<file path="src/rtl/cronometro_display_pkg.sv">
`default_nettype none
// =============================================================================
// Module      : cronometro_display_pkg
// Description : Shared types, glyph table and limits for the stopwatch display.
// Revision    : 1.0 - initial release
// =============================================================================
package cronometro_display_pkg;

  typedef enum logic [1:0] {
    IDLE   = 2'd0,
    SHIFT  = 2'd1,
    UPDATE = 2'd2
  } conv_state_t;

  // Active-low glyphs, bit 0 = segment a ... bit 6 = segment g
  localparam logic [6:0] SEG_0    = 7'b1000000;
  localparam logic [6:0] SEG_1    = 7'b1111001;
  localparam logic [6:0] SEG_2    = 7'b0100100;
  localparam logic [6:0] SEG_3    = 7'b0110000;
  localparam logic [6:0] SEG_4    = 7'b0011001;
  localparam logic [6:0] SEG_5    = 7'b0010010;
  localparam logic [6:0] SEG_6    = 7'b0000010;
  localparam logic [6:0] SEG_7    = 7'b1111000;
  localparam logic [6:0] SEG_8    = 7'b0000000;
  localparam logic [6:0] SEG_9    = 7'b0010000;
  localparam logic [6:0] SEG_DASH = 7'b0111111;

  localparam logic [6:0] CSEG_MAX = 7'd99;
  localparam logic [6:0] SEG_MAX  = 7'd59;

  // Digit-register code that renders as a dash
  localparam logic [3:0] BCD_DASH = 4'hF;

  function automatic logic [6:0] bcd_to_seg(input logic [3:0] d);
    logic [6:0] g;
    case (d)
      4'd0:    g = SEG_0;
      4'd1:    g = SEG_1;
      4'd2:    g = SEG_2;
      4'd3:    g = SEG_3;
      4'd4:    g = SEG_4;
      4'd5:    g = SEG_5;
      4'd6:    g = SEG_6;
      4'd7:    g = SEG_7;
      4'd8:    g = SEG_8;
      4'd9:    g = SEG_9;
      default: g = SEG_DASH;
    endcase
    return g;
  endfunction

endpackage
`default_nettype wire

</file>
<file path="src/rtl/cronometro_display_bin2bcd_seq.sv">
`default_nettype none
// =============================================================================
// Module      : bin2bcd_seq
// Description : Fixed-latency 7-bit binary to two-digit BCD (double dabble).
// Revision    : 1.0 - initial release
// =============================================================================
module bin2bcd_seq
  import cronometro_display_pkg::*;
(
  input  logic       clk,
  input  logic       rst,
  input  logic       i_start,
  input  logic [6:0] i_bin,
  output logic [3:0] o_tens,
  output logic [3:0] o_units,
  output logic [6:0] o_bin_q,
  output logic       o_done
);

  conv_state_t r_state;
  logic [14:0] r_sr;
  logic [2:0]  r_cnt;
  logic [6:0]  r_bin_q;
  logic        r_done;

  logic [3:0]  w_tens_adj;
  logic [3:0]  w_units_adj;
  logic [14:0] w_sr_next;

  always_comb begin
    w_tens_adj  = (r_sr[14:11] >= 4'd5) ? r_sr[14:11] + 4'd3 : r_sr[14:11];
    w_units_adj = (r_sr[10:7]  >= 4'd5) ? r_sr[10:7]  + 4'd3 : r_sr[10:7];
    // Hundreds carry is dropped; such inputs are out of range and shown as dashes
    w_sr_next   = {w_tens_adj[2:0], w_units_adj, r_sr[6:0], 1'b0};
  end

  always_ff @(posedge clk) begin
    if (rst) begin
      r_state <= IDLE;
      r_sr    <= '0;
      r_cnt   <= '0;
      r_bin_q <= '0;
      r_done  <= 1'b0;
    end else begin
      case (r_state)
        IDLE: begin
          r_done <= 1'b0;
          if (i_start) begin
            r_sr    <= {8'd0, i_bin};
            r_bin_q <= i_bin;
            r_cnt   <= '0;
            r_state <= SHIFT;
          end
        end
        SHIFT: begin
          r_sr <= w_sr_next;
          if (r_cnt == 3'd6) begin
            r_done  <= 1'b1;
            r_state <= UPDATE;
          end else begin
            r_cnt <= r_cnt + 3'd1;
          end
        end
        UPDATE: begin
          r_done  <= 1'b0;
          r_state <= IDLE;
        end
        default: begin
          r_done  <= 1'b0;
          r_state <= IDLE;
        end
      endcase
    end
  end

  assign o_tens  = r_sr[14:11];
  assign o_units = r_sr[10:7];
  assign o_bin_q = r_bin_q;
  assign o_done  = r_done;

endmodule
`default_nettype wire

</file>
<file path="src/rtl/cronometro_display.sv">
`default_nettype none
// =============================================================================
// Module      : cronometro_display
// Description : SS.CC stopwatch readout on a 4-digit multiplexed 7-seg display.
// Revision    : 1.0 - initial release
// =============================================================================
module cronometro_display
  import cronometro_display_pkg::*;
#(
  parameter int SCAN_DIV = 50000
) (
  input  logic       clk,
  input  logic       rst,
  input  logic [6:0] cent_seg,
  input  logic [5:0] seg,
  output logic [6:0] seg_out,
  output logic       dp,
  output logic [3:0] an,
  output logic       range_err
);

  localparam int PW = (SCAN_DIV > 1) ? $clog2(SCAN_DIV) : 1;
  localparam logic [PW-1:0] PRESC_LAST = PW'(SCAN_DIV - 1);

  logic [3:0] w_cent_tens;
  logic [3:0] w_cent_units;
  logic [3:0] w_sec_tens;
  logic [3:0] w_sec_units;
  logic [6:0] w_cent_q;
  logic [6:0] w_sec_q;
  logic       w_done_cent;
  logic       w_done_sec;
  logic       w_done;
  logic       w_cent_bad;
  logic       w_sec_bad;

  logic [PW-1:0]   r_presc;
  logic [1:0]      r_idx;
  logic [3:0][3:0] r_dig;
  logic            r_range_err;
  logic [3:0]      r_an;
  logic [6:0]      r_seg_out;
  logic            r_dp;

  // Both converters share a permanently asserted start so they stay in lockstep
  bin2bcd_seq u_bcd_cent (
    .clk     (clk),
    .rst     (rst),
    .i_start (1'b1),
    .i_bin   (cent_seg),
    .o_tens  (w_cent_tens),
    .o_units (w_cent_units),
    .o_bin_q (w_cent_q),
    .o_done  (w_done_cent)
  );

  bin2bcd_seq u_bcd_sec (
    .clk     (clk),
    .rst     (rst),
    .i_start (1'b1),
    .i_bin   ({1'b0, seg}),
    .o_tens  (w_sec_tens),
    .o_units (w_sec_units),
    .o_bin_q (w_sec_q),
    .o_done  (w_done_sec)
  );

  assign w_done     = w_done_cent & w_done_sec;
  assign w_cent_bad = (w_cent_q > CSEG_MAX);
  assign w_sec_bad  = (w_sec_q > SEG_MAX);

  always_ff @(posedge clk) begin
    if (rst) begin
      r_presc     <= '0;
      r_idx       <= '0;
      r_dig       <= '0;
      r_range_err <= 1'b0;
      r_an        <= 4'b1110;
      r_seg_out   <= SEG_0;
      r_dp        <= 1'b1;
    end else begin
      if (r_presc == PRESC_LAST) begin
        r_presc <= '0;
        r_idx   <= r_idx + 2'd1;
      end else begin
        r_presc <= r_presc + PW'(1);
      end

      // All four digits and the error flag change together: no torn readout
      if (w_done) begin
        r_dig[0]    <= w_cent_bad ? BCD_DASH : w_cent_units;
        r_dig[1]    <= w_cent_bad ? BCD_DASH : w_cent_tens;
        r_dig[2]    <= w_sec_bad  ? BCD_DASH : w_sec_units;
        r_dig[3]    <= w_sec_bad  ? BCD_DASH : w_sec_tens;
        r_range_err <= w_cent_bad | w_sec_bad;
      end

      r_an      <= ~(4'b0001 << r_idx);
      r_seg_out <= bcd_to_seg(r_dig[r_idx]);
      r_dp      <= (r_idx != 2'd2);
    end
  end

  assign an        = r_an;
  assign seg_out   = r_seg_out;
  assign dp        = r_dp;
  assign range_err = r_range_err;

endmodule
`default_nettype wire

</file>
<file path="config.mk">
export PLATFORM = sky130hd
export DESIGN_NAME = cronometro_display
export DESIGN_NICKNAME = d
export VERILOG_FILES = /design/src/rtl/cronometro_display_pkg.sv /design/src/rtl/cronometro_display_bin2bcd_seq.sv /design/src/rtl/cronometro_display.sv
export SDC_FILE = /design/constraint.sdc
export NUM_CORES = 1
export LEC_CHECK = 0
export BUFFER_PORTS_ARGS = -buffer_cell sky130_fd_sc_hd__buf_2
export CORE_MARGIN = 3
export CORE_UTILIZATION = 45
export CTS_BUF_LIST = sky130_fd_sc_hd__clkbuf_4
export DETAILED_ROUTE_END_ITERATION = 8
export MAX_ROUTING_LAYER = met4
export SLEW_MARGIN = 20
export SYNTH_ARGS = -nofsm -noshare
export SYNTH_HDL_FRONTEND = slang
export SYNTH_HIERARCHICAL = 1
export SYNTH_SLANG_ARGS = --single-unit
</file>
<file path="constraint.sdc">
create_clock -name clk -period 2.4 [get_ports clk]
set_input_delay 0.48 -clock clk [delete_from_list [all_inputs] [get_ports clk]]
set_output_delay 0.48 -clock clk [all_outputs]
set_load 0.005 [all_outputs]
</file>
# Word level (Yosys, flattened, before mapping)
# Memory sizes are Yosys's and may differ from the RTL's. A register that Yosys moved wholly into a read port is not among the register bits.
# Index checks and enable logic that the tools add are counted.
# word_totals
ff_bits,95
romBits,112
input_bits,15
out_inout_bits,13
word_cells,80
n_memories,1
# classes
add_sub_neg,8
n_lt_le_gt_ge,7
n_eq_ne,10
shift,1
muxes,20
bitwise_logic,5
n_reduce_logical,9
# memory_table
memory,depth,word_bits,rd,rd_clocked_by_memory_dff,wr,line_no,source
(name not given),16,7,1,1,0,cronometro_display_pkg.sv:36,case (d)
# op_table
operator,n
$pmux 15 s2,2
$mux 4,7
$add 16x1->16 const B,1
$eq 16x16->1 const B,1
$ge 4x3->1 const B,4
$mux 3,4
$pmux 3 s2,2
$add 4x2->4 const B,2
$bmux 4 s2,1
$pmux 2 s2,2
$gt 7x7->1 const B,1
$add 3x1->3 const B,2
$add 3x2->3 const B,2
$eq 3x3->1 const B,2
$gt 6x6->1 const B,1
$ne 2x2->1 const B,3
$reduce_or 2->1,3
$eq 2x1->1 const B,2
$logic_not 2->1,2
$mux 2,2
$ne 2x1->1 const B,2
$not 4->4,1
$reduce_and 2->1,2
$reduce_bool 2->1,2
6 further kinds,7

# Depth between registers and ports, before layout
# Gate-level depths: netlist of the first run.
# logic_depth
word_depth,3
mapped_depth,7
ltp_nobuf,6

# Hierarchy
# The synthesis of the first run kept the hierarchy.
# modules_own_cells
module,n_inst,cells_each,area_per_inst_um2,seq_area_each_um2
bin2bcd_seq,2,159,1397.6,560.5
cronometro_display,1,223,2028.2,920.9

# Worst setup path before layout of the first run
# OpenSTA, ideal clock, no wires.
# synth_path
path_type,register to register
start,register r_idx[1]
end,register r_seg_out[3] (netlist: seg_out[3])
setup_ns,0.133
arrival_ns,1.718
t_required_ns,2.267
path_slack_ns,0.549
stages_incl_launch_ff,7
n_path_buf,1
synth_period_minus_slack_ns,1.851
path_cell_list,dfxtp_1 -> buf_6 -> mux4_1 -> ha_1 -> or2_1 -> a21oi_2 -> a211oi_1
# synth_via
elab_chain_len,2
# synth_lines
item,line_no,source
"start, declared",cronometro_display.sv:38,logic [1:0] r_idx;
"start signal, assigned",cronometro_display.sv:84,r_idx <= r_idx + 2'd1;
$bmux 4 s2,cronometro_display.sv:99,r_seg_out <= bcd_to_seg(r_dig[r_idx]);
$mux 4 (not written as such),cronometro_display.sv:99,
"end, declared",cronometro_display.sv:42,logic [6:0] r_seg_out;
# Every way passes these cells. The select of a mux whose other input is x is not followed.
# A chain may end at the register's enable or synchronous reset.

# Worst setup path in the final report of the first run
# Same ends and word-level chain as after synthesis.

==> results by stage, run 1 <==
Routing:
- The wire length reported by the detailed router is between 8000 and 9000 µm.
- The final route contains approximately 3.5k vias.
- Once detail routing completed, the nets flagged for antenna violations numbered 0.
- The initial DRC count is between 150 and 200.
- In the routed design, unresolved DRC markers number 0.
- In the final routed layout, each cell accounts on average for 12.7 µm.
- The length of the first detailed-routing pass in iterations is 5.
- In the routed layout, each cell is associated on average with a via count of 5.08.

Floorplan:
- The floorplan die width is approximately 110 µm.
- The number of core rows is 36.
- The die covers between 0.01 and 0.015 mm².
- The total area inside the core boundary comes to between 0.009 and 0.01 mm².
- The count of boundary I/O pins is 28.
- Once the floorplan was initialized, standard cells occupied 47.1% of the core.
- The die boundary height is roughly 110 µm.

STA:
- Setup repair after global routing left no endpoint under its margin.
- The share of the clock period used by the worst path is between 80% and 90%.
- The final setup violation count is 0.
- Measured against its own limit, the worst slew margin works out to between 60% and 70%.
- The final clock skew is around 0.023 ns.
- The count of pins over their slew limit was 0.
- Based on the critical path, the design can be clocked at up to 0.500 GHz.
- At the pin with the least slew margin, the transition time is 0.599 ns.
- The post-route setup TNS is 0 ns.
- The post-layout minimum cycle time is 2.00 ns.
- The final-report hold violation count is 0.
- The post-route worst hold slack is roughly 0.29 ns.

CTS:
- After clock tree synthesis, the repair step resized 0 gates.
- The clock passes through at most 2 buffers.
- Clock tree synthesis inserted a total of 9 buffers.
- TritonCTS built the clock tree.
- The post-CTS setup buffer count is 0.
- The root buffer cell is sky130_fd_sc_hd__clkbuf_4.
- At the later pin of the worst-skew pair, clock insertion delay measures 0.44 ns.
- The count of hold buffers inserted by post-cts repair is 0.
- The clock-pin slew on the worst setup and hold paths is roughly 0.15 ns.
- The H-tree was split into 3 levels.
- For this design, the sink count on the clock tree is 98.

Place:
- At the end of routability-driven placement, the weighted congestion stood at 0.820.
- The post-DP HPWL is slightly above 6000 µm.
- The number of buffers inserted by port buffering is 27.

Worst setup path:
- The critical path ends at seg_out[3].
- The reg-to-reg critical path startpoint is r_idx[1].
- The type of the worst setup path is flop to flop.
- In this run the critical register-to-register path is captured at seg_out[3].
- The critical path starts at r_idx[1].
- Counting cells, the worst reg-to-reg path comes to 5.
- At the worst endpoint, the required time is 2.74 ns.
- For flop-to-flop paths, the worst setup slack is around 0.4 ns.
- The data arrival time at the worst-slack endpoint is ~2.3 ns.
- STA classifies the critical path startpoint as a flop.
- STA classifies the critical path endpoint as a flop.
- The highest net fanout along the worst path is 8.

Job:
- The number of maximum-capacitance constraint violations is 0.

Power and ir drop:
- Net switching is between 20% and 30% of the power.
- The sum of internal, switching and leakage power is between 2 and 3 mW.
- The power density of the placed cells is 579 mW/mm².
- The combinational fraction of design power is 7.5%.
- VDD sags by at most between 0.2 and 0.3 mV.
- In this run, flip-flops and latches consume between 50% and 60% of the power.
- Internal power comes to about 2.2 mW.
- The leakage power total is around 2 nW.
- The switching power of the nets is 0.694 mW.
- Per report_power, the clock group accounts for 33.6% of the total.

Run status:
- The flow ran to the end, and the final reports show no timing, DRC or antenna violations.

Logic synthesis:
- Summing every instance area after synthesis gives roughly 0.0047 mm².
- After synthesis, the mean cell area works out to between 8 and 9 µm².
- The number of standard cells after synthesis is about 530.
- The number of warning messages in the yosys log is 6.

Cells and area:
- The relative area change from synthesis to final layout is 7.07%.
- After the last flow step, the layout net total stands at 587.
- The share of layout cells above drive strength 1 is a little over an eighth.
- The commonest non-fill, non-tap cell in the layout is sky130_fd_sc_hd__nor2_1.
- The total of fill cells in the finished design is between 900 and 1k.
- 0 antenna diodes ended up in the layout.
- Leaving out fill and tap cells, the most frequent cells in the layout are sky130_fd_sc_hd__nor2_1, sky130_fd_sc_hd__dfxtp_1, sky130_fd_sc_hd__a21oi_1, sky130_fd_sc_hd__nor3_1, sky130_fd_sc_hd__buf_2.

Global routing:
- The maximum number of pins on one net before global-route repair is 23.
- The number of antenna violations at the first check in global routing is 0.
- The overall track demand over capacity in global routing is around 17%.
- The first global-routing pass estimated ~16000 µm of wire.
- The via count of the first global-routing pass is roughly 3.4k.
- The total grt overflow is 0.

Worst hold path:
- The worst hold path belongs to the class input pin to flop.
- Along the worst hold path, the cell count comes to 3.
through the flow:
stage | std cells | setup WS (ns) | utilization (%) | instance area, µm²
floorplan | 543 | 0.549 | - | 4740
global placement | 672 | 0.455 | 48.8 | 4860
detailed placement | 672 | 0.411 | 48.8 | 4860
CTS | 688 | 0.401 | 50.4 | 5020
global route | 688 | 0.281 | 50.4 | 5020
finish | 688 | 0.401 | 50.4 | 5020
worst max-delay path, cell delays in order, from the launching register on:
cell and delay [ns]:
sky130_fd_sc_hd__dfxtp_1 0.54, sky130_fd_sc_hd__mux4_1 0.67, sky130_fd_sc_hd__ha_1 0.22, sky130_fd_sc_hd__or2_1 0.23
sky130_fd_sc_hd__a21oi_2 0.17, sky130_fd_sc_hd__a211oi_1 0.07
worst min-delay path by stage:
stage,from,endpoint,slack [ns]
finish,seg[4],u_bcd_sec/o_bin_q[4],0.29
global route,seg[2],u_bcd_sec/o_bin_q[2],0.29
CTS,seg[4],u_bcd_sec/o_bin_q[4],0.27
detailed placement,r_presc[0],r_presc[0],0.44
global placement,r_presc[0],r_presc[0],0.43
floorplan,r_presc[0],r_presc[0],0.41
power by group through the flow:
stage / clock network (mW) / logic (mW) / registers [mW]
after global placement: 0 / 0.214 / 1.74
after detailed placement: 0 / 0.217 / 1.75
after global routing: 1.07 / 0.253 / 1.72
after CTS: 1.00 / 0.219 / 1.71
after floorplan: 0 / 0.179 / 1.73
final: 0.976 / 0.219 / 1.71
per-layer routing:
layer | track usage [%] | share of wire [%]
met1 | 22.3 | 50
met2 | 25.5 | 45
met3 | 2.81 | 3.1
met4 | 6.31 | 1.5
met5 | - | 0
layout make-up:
class	instances	area (µm²)	share of cell area, %
Tap cell	133	166	3.32
Sequential cell	98	1960	39.1
Multi-Input combinational cell	382	2440	48.6
Inverter	23	86.3	1.72
Clock buffer	11	82.6	1.65
Timing Repair Buffer	36	203	4.04
Clock inverter	5	78.8	1.57
flip-flops by register name (all words and copies together) (netlist names), 2 cells and up:
| register | count |
|---|---|
| u_bcd_cent/r_sr | 15 |
| u_bcd_sec/o_bin_q | 5 |
| u_bcd_cent/r_cnt | 3 |
| u_bcd_sec/r_state | 2 |
| r_presc | 16 |
| seg_out | 7 |
| r_dig | 16 |
| an | 4 |
| u_bcd_cent/o_bin_q | 5 |
| r_idx | 2 |
| u_bcd_sec/r_sr | 15 |
| u_bcd_cent/r_state | 2 |
| u_bcd_sec/r_cnt | 3 |
(Power assumes the default switching activity.)
==> inputs of run 2 (changes only) <==
==> constraint.sdc (replaced) <==
create_clock -name clk -period 1.8 [get_ports clk]
set_input_delay 0.36 -clock clk [delete_from_list [all_inputs] [get_ports clk]]
set_output_delay 0.36 -clock clk [all_outputs]
set_load 0.005 [all_outputs]
==> run 2 against run 1 <==
Net effect:
- critical path depth unchanged
- core utilization up 1.0 points
- flip-flop and latch count unchanged
- first-iteration DRC count down 41%
- wire length down 1.2%
- clock power up 32%
- maximum frequency up 16%
- via count up 1.1%
- sequential share of layout area down 0.74 points
- power up 33%
- critical endpoint unchanged
- largest cell class unchanged
==> results by stage, run 2 (synthesis results as in run 1) <==
Place:
- Summing all placed instances gives a cell area of between 0.004 and 0.005 mm².
- The HPWL after detailed placement is 6180 µm.
- During placement, the flow inserted port buffers numbering 27.
- The minimum setup slack after placement is ~0.038 ns.
- The final weighted congestion in routability-driven placement is a little over 0.8.

Cells and area:
- The library cell used most frequently in the layout, excluding fill and tap cells, is sky130_fd_sc_hd__nor2_1.
- Leaving out fill and tap cells, the most frequent cells in the layout are sky130_fd_sc_hd__nor2_1, sky130_fd_sc_hd__dfxtp_1, sky130_fd_sc_hd__a21oi_1, sky130_fd_sc_hd__nor3_1, sky130_fd_sc_hd__buf_2.
- The largest registers in the layout are r_dig x16, r_presc x16.
- Cells with a size suffix above 1 make up between 15 and 20% of the layout.
- Counting the fill cells in the layout gives roughly 970.
- The post-layout net count is 599.
- For this run, the share of the core covered by cells in the final layout is between 50 and 60%.
- The diode insertion count for antenna repair is 0.
- The final cell area excluding filler cells is around 0.005 mm².
- The relative area change from synthesis to final layout is 9.21%.

Routing:
- The remaining antenna violation count is 0.
- The final routed wire length divided by cell count is 12.3 µm.
- The via count is about 3.5k.
- After detailed routing, the number of remaining DRC violations is 0.
- The initial DRC count is ~100.
- The wire length reported by the detailed router is about 8600 µm.
- The length of the first detailed-routing pass in iterations is 4.
- After detailed routing, the number of vias per cell comes to ~5.

Worst hold path:
- The path type of the worst min-delay path is input pin to flop.
- The worst hold path was traced through 3 stages.

CTS:
- The tree built by TritonCTS fans out to a little under 100 sinks.
- The TritonCTS clock tree is built.
- TritonCTS created 9 clock buffers.
- The root buffer cell is sky130_fd_sc_hd__clkbuf_4.
- The H-tree was split into 3 levels.
- At the later pin of the worst-skew pair, clock insertion delay measures between 0.4 and 0.5 ns.
- For this design, the CTS-stage hold fixing added 0 buffers.
- The clock-pin slew on the worst setup and hold paths is approximately 0.15 ns.
- The maximum buffer depth of the clock tree is 2.

Worst setup path:
- STA classifies the critical path endpoint as a flop.
- The count of cells along the worst register-to-register path is 5.
- By startpoint and endpoint, the worst setup path is classified as flop to flop.
- The data required time of the worst path is between 2 and 2.5 ns.
- For the worst setup path, the data arrival time is just over 2 ns.
- The type of element launching the critical path is a flop.
- In this run the worst path has a maximum fanout of 4.

Global routing:
- The maximum number of pins on one net before global-route repair is 26.
- For this run, the total global-route usage over all layers was measured as 16.4%.
- The total grt overflow is 0.
- The via count of the first global-routing pass came to 3399.
- The number of antenna violations at the first check in global routing is 0.
- The first global-routing pass estimated about 15000 µm of wire.

Floorplan:
- The number of core rows is 36.
- The floorplan step set the die height to 108 µm.
- The floorplan die width is 108 µm.
- The initial utilization of the core area, before any placement, comes to between 40% and 50%.
- The count of boundary I/O pins is 28.
- The core region is around 0.01 mm².
- The die covers 0.0117 mm².

STA:
- The final clock skew is around 0.012 ns.
- Setup violations remaining at the end of the flow were counted as 0.
- The count of pins over their slew limit was 0.
- Setup slack closes at about 0.071 ns.
- The worst path needs 1.73 ns of the cycle, external delays included.
- The post-route worst hold slack is approximately 0.19 ns.
- Based on the critical path, the design can be clocked at up to between 0.5 and 0.6 GHz.
- The final-report hold violation count was 0.
- Of the available clock period, the critical path in the final layout requires between 90% and 100%.

Power and ir drop:
- The power density of the placed cells is 757 mW/mm².
- IR analysis of the VDD net gives a maximum drop of between 0.4 and 0.5 mV.
- The sum of internal, switching and leakage power is between 3 and 4 mW.
- The leakage power total is roughly 2.1 nW.

Run status:
- The run finished with clean final reports.

Job:
- Across the run, the number of max-cap violations was 0.
## run 2: cell count changes in the layout (fill, tap and decap cells not counted), sizes merged
cell and change:
buf +12
## run 2: cell type report
type	instances	area, µm²	area share (%)
multi-input combinational	382	2440	47.6
clock inverter	5	78.8	1.54
timing repair buffer	48	305	5.96
clock buffer	11	82.6	1.61
sequential	98	1960	38.3
tap	133	166	3.25
inverter	23	86.3	1.69
## run 2: through the flow
stage               setup TNS [ns]  instances
floorplan                        0        543
global placement                 0        681
detailed placement               0        681
CTS                              0        697
global route               -0.0187        700
finish                           0        700
## run 2: routing by layer
layer  global-route usage, %  wire [µm]  vias to the layer above
li1                        -          -                     1849
met5                       -          0                        -
met1                    20.6       4300                     1641
met3                    3.40        258                        5
met4                    4.69         72                        0
met2                    26.8       3980                       42
## run 2: worst max-delay path, stage by stage, from the launching register on
cell                       delay [ns]
sky130_fd_sc_hd__dfxtp_2         0.39
sky130_fd_sc_hd__mux4_2          0.55
sky130_fd_sc_hd__ha_1            0.21
sky130_fd_sc_hd__or2_1           0.24
sky130_fd_sc_hd__a21oi_2         0.18
sky130_fd_sc_hd__a211oi_1        0.07
## run 2: worst paths after layout
check,startpoint,slack [ns],to
min reg2reg,r_presc[0],0.45,r_presc[0]
max,r_idx[1],0.07,seg_out[3]
max reg2reg,r_idx[1],0.07,seg_out[3]
min,cent_seg[2],0.19,u_bcd_cent/o_bin_q[2]
## run 2: power breakdown
part           total, mW  leakage, nW  switching, mW  internal, mW
clock network       1.29       0.0908          0.692         0.595
logic              0.314         1.19          0.174         0.140
registers           2.28        0.797         0.0467          2.23
## run 2: repair_timing
action | in CTS | in global routing
setup buffers | 0 | 3
gates resized for setup | 0 | 1
endpoints found under the setup margin | 0 | 4
==> inputs of run 3 (changes only) <==
--- a/config.mk
+++ b/config.mk
@@ -10,6 +10,7 @@
 export CORE_UTILIZATION = 45
 export CTS_BUF_LIST = sky130_fd_sc_hd__clkbuf_4
 export DETAILED_ROUTE_END_ITERATION = 8
+export GPL_TIMING_DRIVEN = 0
 export MAX_ROUTING_LAYER = met4
 export SLEW_MARGIN = 20
 export SYNTH_ARGS = -nofsm -noshare
==> run 3 against run 2 <==
Net effect:
- highest routed layer unchanged
- flip-flop and latch count did not move
- largest power group unchanged
- sequential share of layout area down 0.78 points
- register-to-register slack hardly changed
- worst hold slack lost 0.037 ns
- clock skew increased by 0.014 ns
- critical path type unchanged
==> results by stage, run 3 (synthesis results as in run 1) <==
Run status:
- The run finished with clean final reports.

Worst hold path:
- The path type of the worst min-delay path is input pin to flop.
- The worst hold path depth is 3.

Routing:
- Wires add up to just over 9000 µm.
- The average via count per standard cell is 5.02.
- In the routed design, unresolved DRC markers number 0.
- Detailed routing inserted a total of between 3k and 4k vias.
- The final routed wire length divided by cell count is 12.8 µm.
- In this run, the number of DRC markers left after iteration 0 of detailed routing was 141.
- The detail route stage leaves a number of antenna-violating nets equal to 0.
- The first TritonRoute pass finished after 4 iterations.

Global routing:
- The global-route layer with the greatest usage is met2.
- The first-pass GRT wire length is roughly 15000 µm.
- Global routing consumed, on the met3 layer, about 5.1% of the routing resources.
- The number of antenna violations at the first check in global routing is 0.
- Global routing consumed, on the met2 layer, a little over a quarter of the routing resources.
- The via count of the first global-routing pass is about 3.4k.
- The met1 track demand over resource in global routing is between 20% and 30%.
- Entering global routing, the biggest net connects 20 pins.
- Global routing used roughly 17% of the available tracks across all layers.
- The total grt overflow is 0.

CTS:
- TritonCTS built the clock tree.
- No sink is reached through more buffers than the 2 on the longest clock path.
- In this run the clock root is driven by a sky130_fd_sc_hd__clkbuf_4.
- The later-pin clock latency in the skew report is about 0.47 ns.
- The clock drives 98 sinks.
- Clock tree synthesis inserted a total of 9 buffers.
- The clock-pin slew on the worst setup and hold paths is roughly 0.13 ns.
- The clock tree synthesis step divided the H-tree into 3 levels.
- After clock tree synthesis, the flow added hold-fix buffers numbering 0.

Cells and area:
- The relative area change from synthesis to final layout is 11.7%.
- The largest registers in the layout are r_dig x16, r_presc x16.
- The share of layout cells above drive strength 1 is 17.7%.
- The area occupied by multi-input gates is around 0.0025 mm².
- The diode insertion count for antenna repair is 0.
- Excluding fillers, the count of instances in the completed layout stands at ~730.
- The post-layout net count is 624.
- The commonest non-fill, non-tap cell in the layout is sky130_fd_sc_hd__nor2_1.
- After routing the design area is about 0.0052 mm².
- The total area of sequential cells is slightly below 0.002 mm².
- The total of fill cells in the finished design is around 990.
- In the layout the commonest cells are sky130_fd_sc_hd__nor2_1, sky130_fd_sc_hd__dfxtp_1, sky130_fd_sc_hd__a21oi_1, sky130_fd_sc_hd__nor3_1, sky130_fd_sc_hd__buf_2.

Floorplan:
- The die is 108 µm tall.
- The number of core rows is 36.
- The die covers about 0.012 mm².
- 28 I/O pins were placed.
- The starting utilization of the core area is a little under half.
- The area inside the core boundary is between 0.009 and 0.01 mm².
- The floorplan die width is around 110 µm.

Worst setup path:
- The type of element launching the critical path is a flop.
- The type of the worst setup path is flop to flop.
- The data arrival time at the worst-slack endpoint is around 2.1 ns.
- For the worst setup path, the data required time is about 2.1 ns.
- The highest net fanout along the worst path is 8.
- Measured in cells, the most critical reg-to-reg path has a length of 4.
- The setup check on the worst reg-to-reg path leaves a slack of roughly 0.06 ns.
- The critical path endpoint category is a flop.

STA:
- The final clock skew is between 0.02 and 0.03 ns.
- The post-route setup TNS is 0 ns.
- Static timing analysis puts the maximum clock frequency at about 0.57 GHz.
- The count of pins over their slew limit is 0.
- Headroom to the max-slew limit came out at between 60% and 70%.
- The share of the clock period used by the worst path is roughly 97%.
- The transition time at the pin with the least slew margin is roughly 0.52 ns.
- The final-report hold violation count is 0.
- Setup violations remaining at the end of the flow were counted as 0.
- The smallest clock period supported by the final layout is computed as around 1.7 ns.
- Setup repair after global routing could not meet its margin everywhere.

Power and ir drop:
- In this run the static leakage power is 2.15 nW.
- The largest voltage drop on the vdd net is about 0.60 mV.
- Dividing total power by cell area gives a power density of ~690 mW/mm².
- The sum of internal, switching and leakage power is roughly 3.6 mW.

Place:
- The placed instances occupy a cell area of roughly 0.0050 mm².
- Routability-driven placement finished with a final weighted congestion of between 0.7 and 0.8.
- The number of buffers inserted by port buffering is 27.
- The total placed cells including tap cells is 703.
- Summed over all nets, the half-perimeter wirelength after detailed placement is 6390 µm.

Job:
- The tool flagged a number of max-cap violations equal to 0.
==> run 3: critical path, stage by stage (launching register included) <==
cell	delay (ns)
sky130_fd_sc_hd__dfxtp_2	0.47
sky130_fd_sc_hd__mux4_2	0.63
sky130_fd_sc_hd__or2_1	0.27
sky130_fd_sc_hd__a21oi_2	0.18
sky130_fd_sc_hd__a211oi_1	0.06
==> run 3: layout make-up <==
type                    count  share of cell area [%]
inverters                  23                    1.65
flip-flops and latches     98                    37.6
clock inverters             3                   0.311
plain buffers              39                    4.59
clock buffers              13                    1.86
multi-input cells         383                    47.4
repair buffers             33                    3.44
well taps                 133                    3.18
==> run 3: path summary, 6_finish.rpt <==
check                                              to   startpoint
worst max-delay path                       seg_out[3]     r_idx[0]
worst min-delay path            u_bcd_cent/o_bin_q[2]  cent_seg[2]
worst max register to register             seg_out[3]     r_idx[0]
worst min register to register             r_presc[0]   r_presc[0]
==> run 3: per-stage QoR <==
step	hold slack (ns)	setup slack (ns)	utilization, %
final	0.150	0.0602	52.6
after global routing	0.121	-0.0184	52.6
after CTS	0.114	0.00392	52.2
after detailed placement	0.434	-0.100	50.6
after global placement	0.424	-0.0931	50.6
after floorplan	0.413	0.0291	-
==> run 3: power by group <==
| group | internal (mW) | switching [mW] |
|---|---|---|
| Clock | 0.341 | 0.679 |
| Combinational | 0.134 | 0.185 |
| Sequential | 2.23 | 0.0408 |
==> run 3: layer usage <==
metal | vias to the layer above | wire (µm)
met4 | 0 | 66
met1 | 1670 | 4580
met5 | - | 0
met2 | 62 | 4240
li1 | 1906 | -
met3 | 4 | 392
==> run 3: timing repair <==
action                     CTS  global route
buffers inserted             5             1
setup endpoints to repair    3            13
resized for setup            3             3
pin swaps                    4             2
cloned                       0             1
